**src/rtl/uart_hex_pkg.sv**
```systemverilog
// rtl/uart_hex_pkg.sv - shared state encodings, ASCII constants and nibble encoder for uart_hex_tx
package uart_hex_pkg;

  typedef enum logic [1:0] {
    SEQ_IDLE,
    SEQ_HEX,
    SEQ_TERM,
    SEQ_DONE
  } seq_state_t;

  typedef enum logic [1:0] {
    SER_IDLE,
    SER_START,
    SER_DATA,
    SER_STOP
  } ser_state_t;

  localparam logic [7:0] ASCII_SPACE = 8'h20;
  localparam logic [7:0] ASCII_CR    = 8'h0D;
  localparam logic [7:0] ASCII_LF    = 8'h0A;
  localparam logic [7:0] ASCII_0     = 8'h30;
  localparam logic [7:0] ASCII_A_M10 = 8'h37;

  function automatic logic [7:0] nib2ascii(input logic [3:0] nib);
    if (nib < 4'd10) begin
      return ASCII_0 + {4'd0, nib};
    end
    return ASCII_A_M10 + {4'd0, nib};
  endfunction

endpackage

```
**src/rtl/uart_tx_byte.sv**
```systemverilog
// rtl/uart_tx_byte.sv - 8N1 single-byte serializer with gapless byte_valid/byte_ready handoff
module uart_tx_byte
  import uart_hex_pkg::*;
#(
  parameter int BAUD_DIV = 434
) (
  input  logic       clk,
  input  logic       rst,
  input  logic       byte_valid,
  input  logic [7:0] byte_data,
  output logic       byte_ready,
  output logic       tx
);

  localparam logic [15:0] BAUD_LAST = 16'(BAUD_DIV - 1);

  ser_state_t  state, state_next;
  logic [15:0] baud_cnt;
  logic [2:0]  bit_cnt;
  logic [7:0]  shreg, shreg_next;
  logic        bit_end;
  logic        load;

  always_comb begin
    bit_end    = (state != SER_IDLE) && (baud_cnt == BAUD_LAST);
    byte_ready = (state == SER_IDLE) || ((state == SER_STOP) && bit_end);
    state_next = state;
    load       = 1'b0;
    case (state)
      SER_IDLE: begin
        if (byte_valid) begin
          state_next = SER_START;
          load       = 1'b1;
        end
      end
      SER_START: begin
        if (bit_end) state_next = SER_DATA;
      end
      SER_DATA: begin
        if (bit_end && (bit_cnt == 3'd7)) state_next = SER_STOP;
      end
      SER_STOP: begin
        // Accepting here chains the next start bit directly after this stop bit.
        if (bit_end) begin
          if (byte_valid) begin
            state_next = SER_START;
            load       = 1'b1;
          end else begin
            state_next = SER_IDLE;
          end
        end
      end
      default: state_next = SER_IDLE;
    endcase
    shreg_next = shreg;
    if (load) begin
      shreg_next = byte_data;
    end else if ((state == SER_DATA) && bit_end) begin
      shreg_next = {1'b0, shreg[7:1]};
    end
  end

  always_ff @(posedge clk) begin
    if (rst) begin
      state <= SER_IDLE;
    end else begin
      state <= state_next;
    end
  end

  always_ff @(posedge clk) begin
    if (rst) begin
      baud_cnt <= 16'd0;
      bit_cnt  <= 3'd0;
      shreg    <= 8'd0;
      tx       <= 1'b1;
    end else begin
      shreg <= shreg_next;
      if (load || bit_end || (state == SER_IDLE)) begin
        baud_cnt <= 16'd0;
      end else begin
        baud_cnt <= baud_cnt + 16'd1;
      end
      if (load) begin
        bit_cnt <= 3'd0;
      end else if ((state == SER_DATA) && bit_end) begin
        bit_cnt <= bit_cnt + 3'd1;
      end
      // Registered line driver, so the pin follows the state being entered.
      case (state_next)
        SER_START: tx <= 1'b0;
        SER_DATA:  tx <= shreg_next[0];
        default:   tx <= 1'b1;
      endcase
    end
  end

endmodule

```
**src/rtl/uart_hex_tx.sv**
```systemverilog
// rtl/uart_hex_tx.sv - word to ASCII hex UART sender; UART_HEX_CRLF_EN selects CR LF terminator instead of space
module uart_hex_tx
  import uart_hex_pkg::*;
#(
  parameter int BAUD_DIV = 434,
  parameter int MAX_NIB  = 16
) (
  input  logic                 clk,
  input  logic                 rst,
  input  logic                 snd_start,
  input  logic [4*MAX_NIB-1:0] snd_data,
  input  logic [4:0]           snd_nibbles,
  output logic                 snd_busy,
  output logic                 snd_done,
  output logic                 fpga_tx
);

  localparam int NIB_W = (MAX_NIB > 1) ? $clog2(MAX_NIB) : 1;
`ifdef UART_HEX_CRLF_EN
  localparam logic [1:0] TERM_LAST = 2'd1;
`else
  localparam logic [1:0] TERM_LAST = 2'd0;
`endif

  seq_state_t           seq, seq_next;
  logic [4*MAX_NIB-1:0] data_q;
  logic [NIB_W-1:0]     nib_idx;
  logic [1:0]           term_idx;
  logic [4:0]           nib_clamped;
  logic [3:0]           digit;
  logic                 accept;
  logic                 xfer;
  logic                 busy_next;
  logic                 byte_valid;
  logic                 byte_ready;
  logic [7:0]           byte_data;

  always_comb begin
    nib_clamped = ((snd_nibbles == 5'd0) || (snd_nibbles > 5'(MAX_NIB))) ? 5'(MAX_NIB) : snd_nibbles;
    digit       = data_q[{nib_idx, 2'b00} +: 4];
    seq_next    = seq;
    accept      = 1'b0;
    byte_valid  = 1'b0;
    byte_data   = ASCII_SPACE;
    case (seq)
      SEQ_IDLE: begin
        if (snd_start) begin
          accept   = 1'b1;
          seq_next = SEQ_HEX;
        end
      end
      SEQ_HEX: begin
        byte_valid = 1'b1;
        byte_data  = nib2ascii(digit);
        if (byte_ready && (nib_idx == '0)) seq_next = SEQ_TERM;
      end
      SEQ_TERM: begin
        if (term_idx <= TERM_LAST) begin
          byte_valid = 1'b1;
`ifdef UART_HEX_CRLF_EN
          byte_data  = (term_idx == 2'd0) ? ASCII_CR : ASCII_LF;
`else
          byte_data  = ASCII_SPACE;
`endif
        end else if (byte_ready) begin
          // Serializer is in the last cycle of the final stop bit.
          seq_next = SEQ_DONE;
        end
      end
      SEQ_DONE: seq_next = SEQ_IDLE;
      default:  seq_next = SEQ_IDLE;
    endcase
    xfer      = byte_valid && byte_ready;
    busy_next = ((seq == SEQ_HEX) || (seq == SEQ_TERM)) && (seq_next != SEQ_DONE);
  end

  always_ff @(posedge clk) begin
    if (rst) begin
      seq <= SEQ_IDLE;
    end else begin
      seq <= seq_next;
    end
  end

  always_ff @(posedge clk) begin
    if (rst) begin
      snd_busy <= 1'b0;
      data_q   <= '0;
      nib_idx  <= '0;
      term_idx <= 2'd0;
    end else begin
      snd_busy <= busy_next;
      if (accept) begin
        data_q   <= snd_data;
        nib_idx  <= NIB_W'(nib_clamped - 5'd1);
        term_idx <= 2'd0;
      end else if (xfer && (seq == SEQ_HEX)) begin
        nib_idx <= nib_idx - 1'b1;
      end else if (xfer && (seq == SEQ_TERM)) begin
        term_idx <= term_idx + 2'd1;
      end
    end
  end

  assign snd_done = (seq == SEQ_DONE);

  uart_tx_byte #(
    .BAUD_DIV(BAUD_DIV)
  ) u_tx_byte (
    .clk       (clk),
    .rst       (rst),
    .byte_valid(byte_valid),
    .byte_data (byte_data),
    .byte_ready(byte_ready),
    .tx        (fpga_tx)
  );

endmodule
```
**config.mk**
```make
export PLATFORM = sky130hd
export DESIGN_NAME = uart_hex_tx
export DESIGN_NICKNAME = d
export VERILOG_FILES = /design/src/rtl/uart_hex_pkg.sv /design/src/rtl/uart_tx_byte.sv /design/src/rtl/uart_hex_tx.sv
export SDC_FILE = /design/constraint.sdc
export NUM_CORES = 1
export LEC_CHECK = 0
export ABC_AREA = 1
export BUFFER_PORTS_ARGS = -buffer_cell sky130_fd_sc_hd__buf_2
export CAP_MARGIN = 10
export CORE_AREA = 10 10 131 133
export CTS_CLUSTER_DIAMETER = 40
export DETAILED_ROUTE_END_ITERATION = 10
export DIE_AREA = 0 0 141 143
export GPL_TIMING_DRIVEN = 0
export PLACE_DENSITY = 0.53
export SETUP_SLACK_MARGIN = 0.4
export SLEW_MARGIN = 0
export SYNTH_ARGS = -nofsm -noshare
export SYNTH_HDL_FRONTEND = slang
export SYNTH_SLANG_ARGS = --single-unit
```
**constraint.sdc**
```tcl
create_clock -name clk -period 2.5 [get_ports clk]
set_input_delay 0.5 -clock clk [delete_from_list [all_inputs] [get_ports clk]]
set_output_delay 0.5 -clock clk [all_outputs]
set_load 0.01 [all_outputs]
```
# After elaboration in Yosys (flattened, before gate mapping)

Index checks and enable logic that the tools add are counted.

Add/sub/neg operators: 7
Magnitude comparators: 3
Eq/ne operators: 11
Shift-type cells: 1
Multiplexer cells: 29
Bitwise gates (word level): 1
Reduce and logical (&&, ||, !) cells: 25

Operators by type and width:

| operator                                                                | count |
|---|---|
| 64-bit by 7-bit variable part select with 4-bit output                  | 1 |
| 8-bit two-way mux                                                       | 5 |
| 16-bit by 1-bit adder with 16-bit output (second input constant)        | 1 |
| 16-bit by 9-bit equality test with 1-bit output (second input constant) | 1 |
| 2-bit two-way mux                                                       | 8 |
| 2-bit case mux with 4 select lines                                      | 2 |
| 6-bit by 4-bit adder with 7-bit output (first input constant)           | 2 |
| 4-bit two-way mux                                                       | 3 |
| 2-bit equality test (second input constant)                             | 5 |
| 1-bit logical AND                                                       | 9 |
| 1-bit two-way mux                                                       | 8 |
| 4-bit by 1-bit subtractor with 4-bit output (second input constant)     | 2 |
| 2-bit by 1-bit equality test with 1-bit output (second input constant)  | 3 |
| 1-bit case mux with 2 select lines                                      | 3 |
| 2-bit nonzero test                                                      | 3 |
| 2-bit OR reduction                                                      | 3 |
| 5-bit greater-than comparator (second input constant)                   | 1 |
| 5-bit zero test                                                         | 1 |
| 1-bit logical OR                                                        | 5 |
| 2-bit zero test                                                         | 2 |
| 4-bit zero test                                                         | 1 |
| 4-bit less-than comparator (second input constant)                      | 1 |
| 3-bit by 1-bit adder with 3-bit output (second input constant)          | 1 |
| 3-bit equality test (second input constant)                             | 1 |
| other kinds (5)                                                         | 5 |

Register bits: 103
Input bits: 72
Output and inout bits: 3

# Longest topological paths before layout

Gate-level depths: netlist (run 1).

Depth in word-level cells: 9
Gate-level depth with buffers: 15
Depth with buffers taken out: 15

# By module

A second synthesis (run 1) with hierarchy kept.

Cell total of the unflattened synthesis: 754
Area total of the unflattened synthesis: 5162.5 um^2

Modules (own cells, without submodules):

| module       | times used | cells an instance | area an instance (um^2) |
|---|---|---|---|
| uart_hex_tx  | 1          | 545               | 3608.5 |
| uart_tx_byte | 1          | 209               | 1554.0 |

# Worst setup path after synthesis (run 1)

OpenSTA, ideal clock, no wires.

Path type: reg-to-reg
Start: reg u_tx_byte.state[0]
End: reg u_tx_byte.tx
Setup time: 109 ps
Data arrival time: 1701 ps
Required time: 2391 ps
Setup slack: 690 ps
Cell stages (with the launch flop): 13
Path buffers: 0
Cell sequence: dfxtp_1 > inv_1 > ha_1 > inv_2 > nand3_1 > nor2_1 > nand2_2 > nor2_4 > inv_1 > o211ai_1 > nand3_1 > nand2_1 > inv_1

Longest elaborated chain between the ends: 7
Elaborated cells between the ends (all ways): 20
Classes of those cells: eq/ne: 5; mux: 10; reduce/logical: 5

RTL lines:

| element                                                                               | line               | text |
|---|---|---|
| start, declared                                                                       | uart_tx_byte.sv:17 | `ser_state_t state, state_next;` |
| start signal, assigned                                                                | uart_tx_byte.sv:67 | `state <= state_next;` |
| 2-bit nonzero test                                                                    | uart_tx_byte.sv:25 | `bit_end = (state != SER_IDLE) && (baud_cnt == BAUD_LAST);` |
| 1-bit logical AND                                                                     | uart_tx_byte.sv:25 |  |
| 1-bit logical AND                                                                     | uart_tx_byte.sv:40 | `if (bit_end && (bit_cnt == 3'd7)) state_next = SER_STOP;` |
| 2-bit two-way mux                                                                     | uart_tx_byte.sv:40 |  |
| 2-bit case mux with 4 select lines                                                    | uart_tx_byte.sv:29 | `case (state)` |
| 2-bit equality test or 2-bit by 1-bit equality test with 1-bit output (tied branches) | uart_tx_byte.sv:90 | `case (state_next)` |
| 1-bit case mux with 2 select lines *                                                  | uart_tx_byte.sv:90 |  |
| end signal, assigned                                                                  | uart_tx_byte.sv:92 | `SER_DATA: tx <= shreg_next[0];` |
| end, declared                                                                         | uart_tx_byte.sv:12 | `output logic tx` |

Mark *: on every way between the ends. The rest lies on a longest branch, timed or not. The select of a mux whose other input is x is not followed.
A chain may end at the register's enable or synchronous reset.

# Worst setup path in the final report (run 1)

Start: reg nib_idx[0]
End: reg u_tx_byte.shreg[2]

Longest elaborated chain between the ends: 7
Elaborated cells between the ends (all ways): 10
Classes of those cells: add/sub: 2; order compare: 1; shift: 1; mux: 6

RTL lines:

| element                                                  | line               | text |
|---|---|---|
| start, declared                                          | uart_hex_tx.sv:27  | `logic [NIB_W-1:0] nib_idx;` |
| start signal, assigned                                   | uart_hex_tx.sv:95  | `nib_idx <= NIB_W'(nib_clamped - 5'd1);` |
| start signal, assigned                                   | uart_hex_tx.sv:98  | `nib_idx <= nib_idx - 1'b1;` |
| 64-bit by 7-bit variable part select with 4-bit output * | uart_hex_tx.sv:40  | `digit = data_q[{nib_idx, 2'b00} +: 4];` |
| 4-bit less-than comparator                               | uart_hex_pkg.sv:25 | `if (nib < 4'd10) begin` |
| 1-bit two-way mux                                        | uart_hex_pkg.sv:25 |  |
| 1-bit two-way mux                                        | uart_hex_tx.sv:45  | `case (seq)` |
| 8-bit two-way mux *                                      | uart_hex_pkg.sv:28 | `return ASCII_A_M10 + {4'd0, nib};` |
| 8-bit two-way mux *                                      | -                  |  |
| 8-bit two-way mux *                                      | uart_tx_byte.sv:56 | `if (load) begin` |
| end signal, assigned                                     | uart_tx_byte.sv:78 | `shreg <= shreg_next;` |
| end, declared                                            | uart_tx_byte.sv:20 | `logic [7:0] shreg, shreg_next;` |

Marks and branches as above.

==> results of run 1 <==
timing repair:
action                     4_1_cts  5_1_grt
setup endpoints to repair       66       45
setup buffers                    2        9
pin swaps                        1       12
gates resized for setup          6       31
gates cloned                     0        2
kinds of logic (layout without fill, tap and decap cells):
kind of cell	Yosys count	after routing	synth area share, %
compound gates	158	158	16.7
xor+xnor	7	7	1.23
fa+ha+maj	17	17	4.25
buf+inv	99	202	8.61
flops	102	102	40.8
other cells	0	1	0
simple gates	328	328	28.4
placed cells by master (no fill, tap or decap), types with 4 or more instances in the layout:
cell,Yosys,routed
nand2_1,123,118
buf_8,0,4
ha_1,17,14
nand2_2,6,8
buf_2,3,75
buf_4,2,13
dfxtp_1,102,98
o21ai_0,77,76
o21ai_1,14,14
clkbuf_16,0,11
inv_2,8,10
xor2_1,4,4
clkbuf_1,17,16
nand3_1,42,41
nor2_1,132,131
inv_1,57,54
a31oi_1,4,4
nand2_4,2,5
a21oi_1,52,50
buf_1,5,5
path summary, 6_finish.rpt:
kind | startpoint | to | slack (ps)
max | nib_idx[0] | u_tx_byte.shreg[2] | 520
min | snd_data[39] | data_q[39] | 390
max reg2reg | nib_idx[0] | u_tx_byte.shreg[2] | 520
min reg2reg | data_q[26] | data_q[26] | 460
cell type report:
type                            count  area share, %
Multi-Input combinational cell    510           42.4
Sequential cell                   102           33.4
Timing Repair Buffer               87           8.21
Inverter                           66           4.12
Clock buffer                       11           3.96
Tap cell                          184           3.76
Buffer                             33           3.37
Clock inverter                      5          0.674
Antenna cell                        1         0.0408
per-layer routing:
metal	global-route usage (%)	vias to the layer above
met5	0	-
li1	-	2499
met2	23.0	96
met4	4.78	0
met1	17.4	2138
met3	4.21	21
power breakdown:
group	switching [uW]	internal [uW]
clock	652	712
combinational	554	352
sequential	65.6	1740
worst min-delay path: stages:
cell	delay (ps)
buf_2	70
o21ai_0	70
nor2_1	70
state kept, by name, indices dropped and copies added, names as in the netlist, 2 cells and up:
name / flops
data_q: 64
nib_idx: 4
seq: 2
term_idx: 2
u_tx_byte.baud_cnt: 16
u_tx_byte.bit_cnt: 3
u_tx_byte.shreg: 7
u_tx_byte.state: 2
stage by stage:
step / setup slack, ps / area [sq um] / utilization (%) / cells
floorplan: 690 / 5000 / - / 711
global placement: 91.0 / 5600 / 38.8 / 969
detailed placement: 109 / 5600 / 38.8 / 969
CTS: 427 / 5910 / 41.0 / 987
global route: 387 / 6120 / 42.5 / 998
finish: 518 / 6130 / 42.5 / 999
==> run_results.csv, run 1 <==
group,metric,value,unit
run_status,status,"finished clean",
timing,hold_violations,0,
timing,setup_viol,0,
critical_path,criticalPathCategory,"flip-flop to flip-flop",
power_and_ir_drop,ir_drop,350,uV
yosys,avgSynthCellArea,7.03,sq um
finish,multi_input_area,0.00260,sq mm
clocking,clk_latency,360,ps
finish,fin_nets,898,
global_routing,antenna_found_initial,0,
clocking,clkTransAtPathRegs,70,ps
floorplan,row_count,44,
yosys,synthTopCellsByArea,"dfxtp_1, nor2_1, nand2_1",
yosys,synth_common_cells,"nor2_1, nand2_1, dfxtp_1",
routing,remaining_drc_errors,0,
clocking,hold_buffers,0,
worst_hold_path,whs_path_depth,3,
yosys,synth.top_cell.area_share,40.8,%
routing,wl_per_cell,14.3,um
timing,skew,8.41,ps
routing,detail-route-antenna-nets,0,
finish,layout-drive-gt1-share,20.4,%
floorplan,start_util,34.7,%
critical_path,end_kind,"flip-flop",
timing,finalCriticalPeriod,1980,ps
timing,timing.hold.ws,388,ps
routing,viasPerCell,4.76,
critical_path,slowest_delay,330,ps
routing,topRoutingLayerUsed,"met4",
floorplan,core,0.0144,sq mm
power_and_ir_drop,leakage,0.00264,uW
clocking,cts-htree-levels,3,
yosys,synth_top_area_cell,"dfxtp_1",
global_routing,overflow,0,
yosys,synth_nets,800,
critical_path,path_cells,"buf_8 -> buf_8 -> clkbuf_16 -> a21oi_2 -> o21ai_1 -> o211ai_1 -> nand2_1 -> nand2_2 -> inv_2 -> ha_2 -> or2_0 -> nand3_1 -> nand2_1 -> a21oi_2",
global_routing,grt_pass1_vias,4637,
global_routing,grt_max_degree,18,
yosys,synth_area,0.00500,sq mm
yosys,ys.flop_type,"dfxtp_1",
timing,rsz0062_at_grt,"false",
critical_path,cp-start-kind,"flip-flop",
yosys,synth_seq_cells,102,
clocking,clock-sinks,102,
critical_path,crit_arrival,2270,ps
global_routing,grt_pass1_wl,22900,um
placement,dp_hpwl,10900,um
routing,dr.pass1.iters,5,
floorplan,dieArea,0.0202,sq mm
yosys,ys_warn_count,0,
routing,drt-initial-drc-count,232,
critical_path,reg2reg_depth,14,
timing,max_freq,0.505,GHz
clocking,root_buffer,"clkbuf_16",
timing,period_share,79.3,%
critical_path,cp_max_fo,8,
routing,vias,4754,
critical_path,critical_path.top_delay_family,"simple AND/OR/NAND/NOR gates",
timing,max_slew_margin,56.3,%
yosys,yosysSeqAreaShare,40.8,%
finish,n_fill_cell,1519,
routing,met1_length,6630,um
routing,wl_met2,6670,um
critical_path,path_depth,14,
floorplan,ios,75,
worst_hold_path,hp-class,"input port to flip-flop",
timing,tightest_slew,655,ps
yosys,synth_cells,711,
routing,routed_wl,14300,um
timing,drv_slew,0,
run,cap_violations,0,
finish,seqCellArea,0.00205,sq mm
routing,met3_wirelength,699,um
timing,finalSetupTns,0,ps
global_routing,grt_usage,14.1,%
placement,gp_congestion,0.851,
yosys,synthDistinctLibCells,39,
power_and_ir_drop,total_power,4080,uW
clocking,numCtsBuffers,9,
finish,syn2layout_area_growth,22.5,%
floorplan,dieWidth,141,um
critical_path,cp_slowest_cell,"dfxtp_2",
yosys,synthArstFlopShare,0,%
power_and_ir_drop,cellPowerDensity,666,mW/mm^2
clocking,cts_tree,"yes",
critical_path,worst_ep_required_time,2790,ps
floorplan,die_h,143,um
yosys,synth_edf_count,0,
placement,io_buffers,74,
yosys,synth.most_common_cell,"nor2_1",
clocking,cts_buffer_depth,2,
critical_path,critPathBufInv,4,
Power figures use the tool's default switching activity.
==> inputs of run 2 (changes only) <==
Clock period 2.5 ns to 2.01 ns, I/O delays scaled along.
==> run 2 against run 1 <==
Net effect:
- largest cell class unchanged
- highest routed layer unchanged
- total power grew 30%
- critical endpoint unchanged
- via count grew 3.6%
- maximum frequency grew 2.1%
- critical path depth is the same
==> run_results.csv, run 2 (synthesis gave the netlist of run 1 again) <==
group,metric,value,unit
routing,dr.pass1.iters,4,
timing,hold_violations,0,
global_routing,overflow,0,
routing,viasPerCell,4.77,
finish,mostFrequentLayoutCell,"nor2_1",
timing,finalSetupTns,0,ps
placement,io_buffers,74,
power_and_ir_drop,cellPowerDensity,775,mW/mm^2
power_and_ir_drop,total_power,5320,uW
floorplan,ios,75,
power_and_ir_drop,leakage,0.00295,uW
timing,setup_viol,0,
global_routing,grt_pass1_vias,4765,
clocking,cts_buffer_depth,2,
power_and_ir_drop,ir_drop,574,uV
critical_path,end_kind,"flip-flop",
finish,n_fill_cell,1435,
clocking,numCtsBuffers,9,
routing,routed_wl,15000,um
floorplan,row_count,44,
timing,finalCriticalPeriod,1940,ps
global_routing,grt_pass1_wl,23700,um
clocking,clk_latency,350,ps
placement,dp_hpwl,11100,um
global_routing,grt_usage,14.6,%
finish,reg_top3,"data_q x64, u_tx_byte.baud_cnt x16, u_tx_byte.shreg x7",
critical_path,worst_ep_required_time,2300,ps
clocking,cts_tree,"yes",
timing,max_slew_margin,59.3,%
run,cap_violations,0,
floorplan,start_util,34.7,%
clocking,hold_buffers,0,
timing,period_share,96.6,%
routing,remaining_drc_errors,0,
clocking,clkTransAtPathRegs,70,ps
floorplan,dieArea,0.0202,sq mm
finish,largest_register,"data_q",
clocking,clock-sinks,102,
critical_path,path_cells,"buf_8 -> buf_12 -> clkbuf_16 -> a21oi_2 -> o21ai_1 -> o211ai_1 -> nand2_1 -> nand2_2 -> inv_2 -> ha_4 -> or2_0 -> nand3_1 -> nand2_1 -> a21oi_2",
routing,detail-route-antenna-nets,0,
timing,final.setup.worst_slack,68.2,ps
floorplan,core,0.0144,sq mm
critical_path,cp_max_fo,8,
critical_path,critical_path.top_delay_family,"simple AND/OR/NAND/NOR gates",
worst_hold_path,hp-class,"input port to flip-flop",
finish,fin_nets,933,
critical_path,cp-start-kind,"flip-flop",
clocking,root_buffer,"clkbuf_16",
floorplan,dieWidth,141,um
finish,layout-drive-gt1-share,33.6,%
finish,final_cell_mix,"nor2_1, nand2_1, dfxtp_1, buf_2, o21ai_0",
routing,vias,4926,
finish,largest_reg_flops,64,
timing,tightest_slew,611,ps
global_routing,antenna_found_initial,0,
global_routing,grt_max_degree,17,
timing,rsz0062_at_grt,"true",
floorplan,die_h,143,um
routing,drt-initial-drc-count,224,
routing,wl_per_cell,14.5,um
finish,syn2layout_area_growth,37.2,%
timing,max_freq,0.515,GHz
finish,diodes,0,
timing,skew,6.95,ps
critical_path,criticalPathCategory,"flip-flop to flip-flop",
critical_path,crit_arrival,2230,ps
placement,gp_congestion,0.886,
run_status,status,"finished clean",
critical_path,slowest_delay,320,ps
clocking,cts-htree-levels,3,
critical_path,cp_slowest_cell,"dfxtp_2",
placement,pre_cts_ws,-164,ps
timing,drv_slew,0,
critical_path,critPathBufInv,4,
run 2: per-stage QoR:
step	hold slack [ps]	instance area, sq um	instances	util (%)
detailed placement	452	5650	969	39.2
global placement	441	5650	969	39.2
floorplan	429	5050	711	-
CTS	282	6380	1011	44.2
global route	293	6860	1033	47.6
finish	294	6860	1033	47.6
run 2: layout make-up:
type | instances | area, sq um | area share [%]
multi-input combinational | 510 | 2950 | 43.0
timing repair buffer | 122 | 800 | 11.7
tap | 184 | 230 | 3.36
clock inverter | 6 | 36.3 | 0.529
clock buffer | 10 | 239 | 3.48
sequential | 102 | 2060 | 30.0
inverter | 66 | 273 | 3.98
buffer | 33 | 274 | 3.99
run 2: routing by layer:
layer  global-route usage, %  up-vias  wire, um
li1                        -     2560         -
met1                    17.1     2260      6750
met2                    24.7       91      7380
met3                    3.98       15       631
met4                    5.98        0       265
met5                       0        -         0
run 2: power breakdown:
| part | switching, uW | total, uW | internal [uW] |
|---|---|---|---|
| clock network | 794 | 1660 | 870 |
| logic | 795 | 1390 | 597 |
| registers | 90.0 | 2260 | 2170 |
run 2: final timing paths:
kind,cells past startpoint,to,startpoint,slack (ps)
setup / recovery,14,u_tx_byte.shreg[2],nib_idx[0],70
hold / removal,3,data_q[11],snd_data[11],290
hold reg to reg,1,u_tx_byte.baud_cnt[0],u_tx_byte.baud_cnt[0],430
setup reg to reg,14,u_tx_byte.shreg[2],nib_idx[0],70
run 2: timing repair:
item                       CTS  global route
resized for setup           74            85
pin swaps                   18            32
hold endpoints to repair     0             0
setup endpoints to repair   98            78
gates cloned                 0             1
buffers inserted            26            21
run 2: worst register-to-register path: cells and delay by family, from the launching register on:
kind | cells | cell delay, ps
buffers and inverters | 4 | 490
DFF | 1 | 320
adders and majority gates | 1 | 150
AOI/OAI and AO/OA | 4 | 390
and+or+nand+nor | 5 | 540
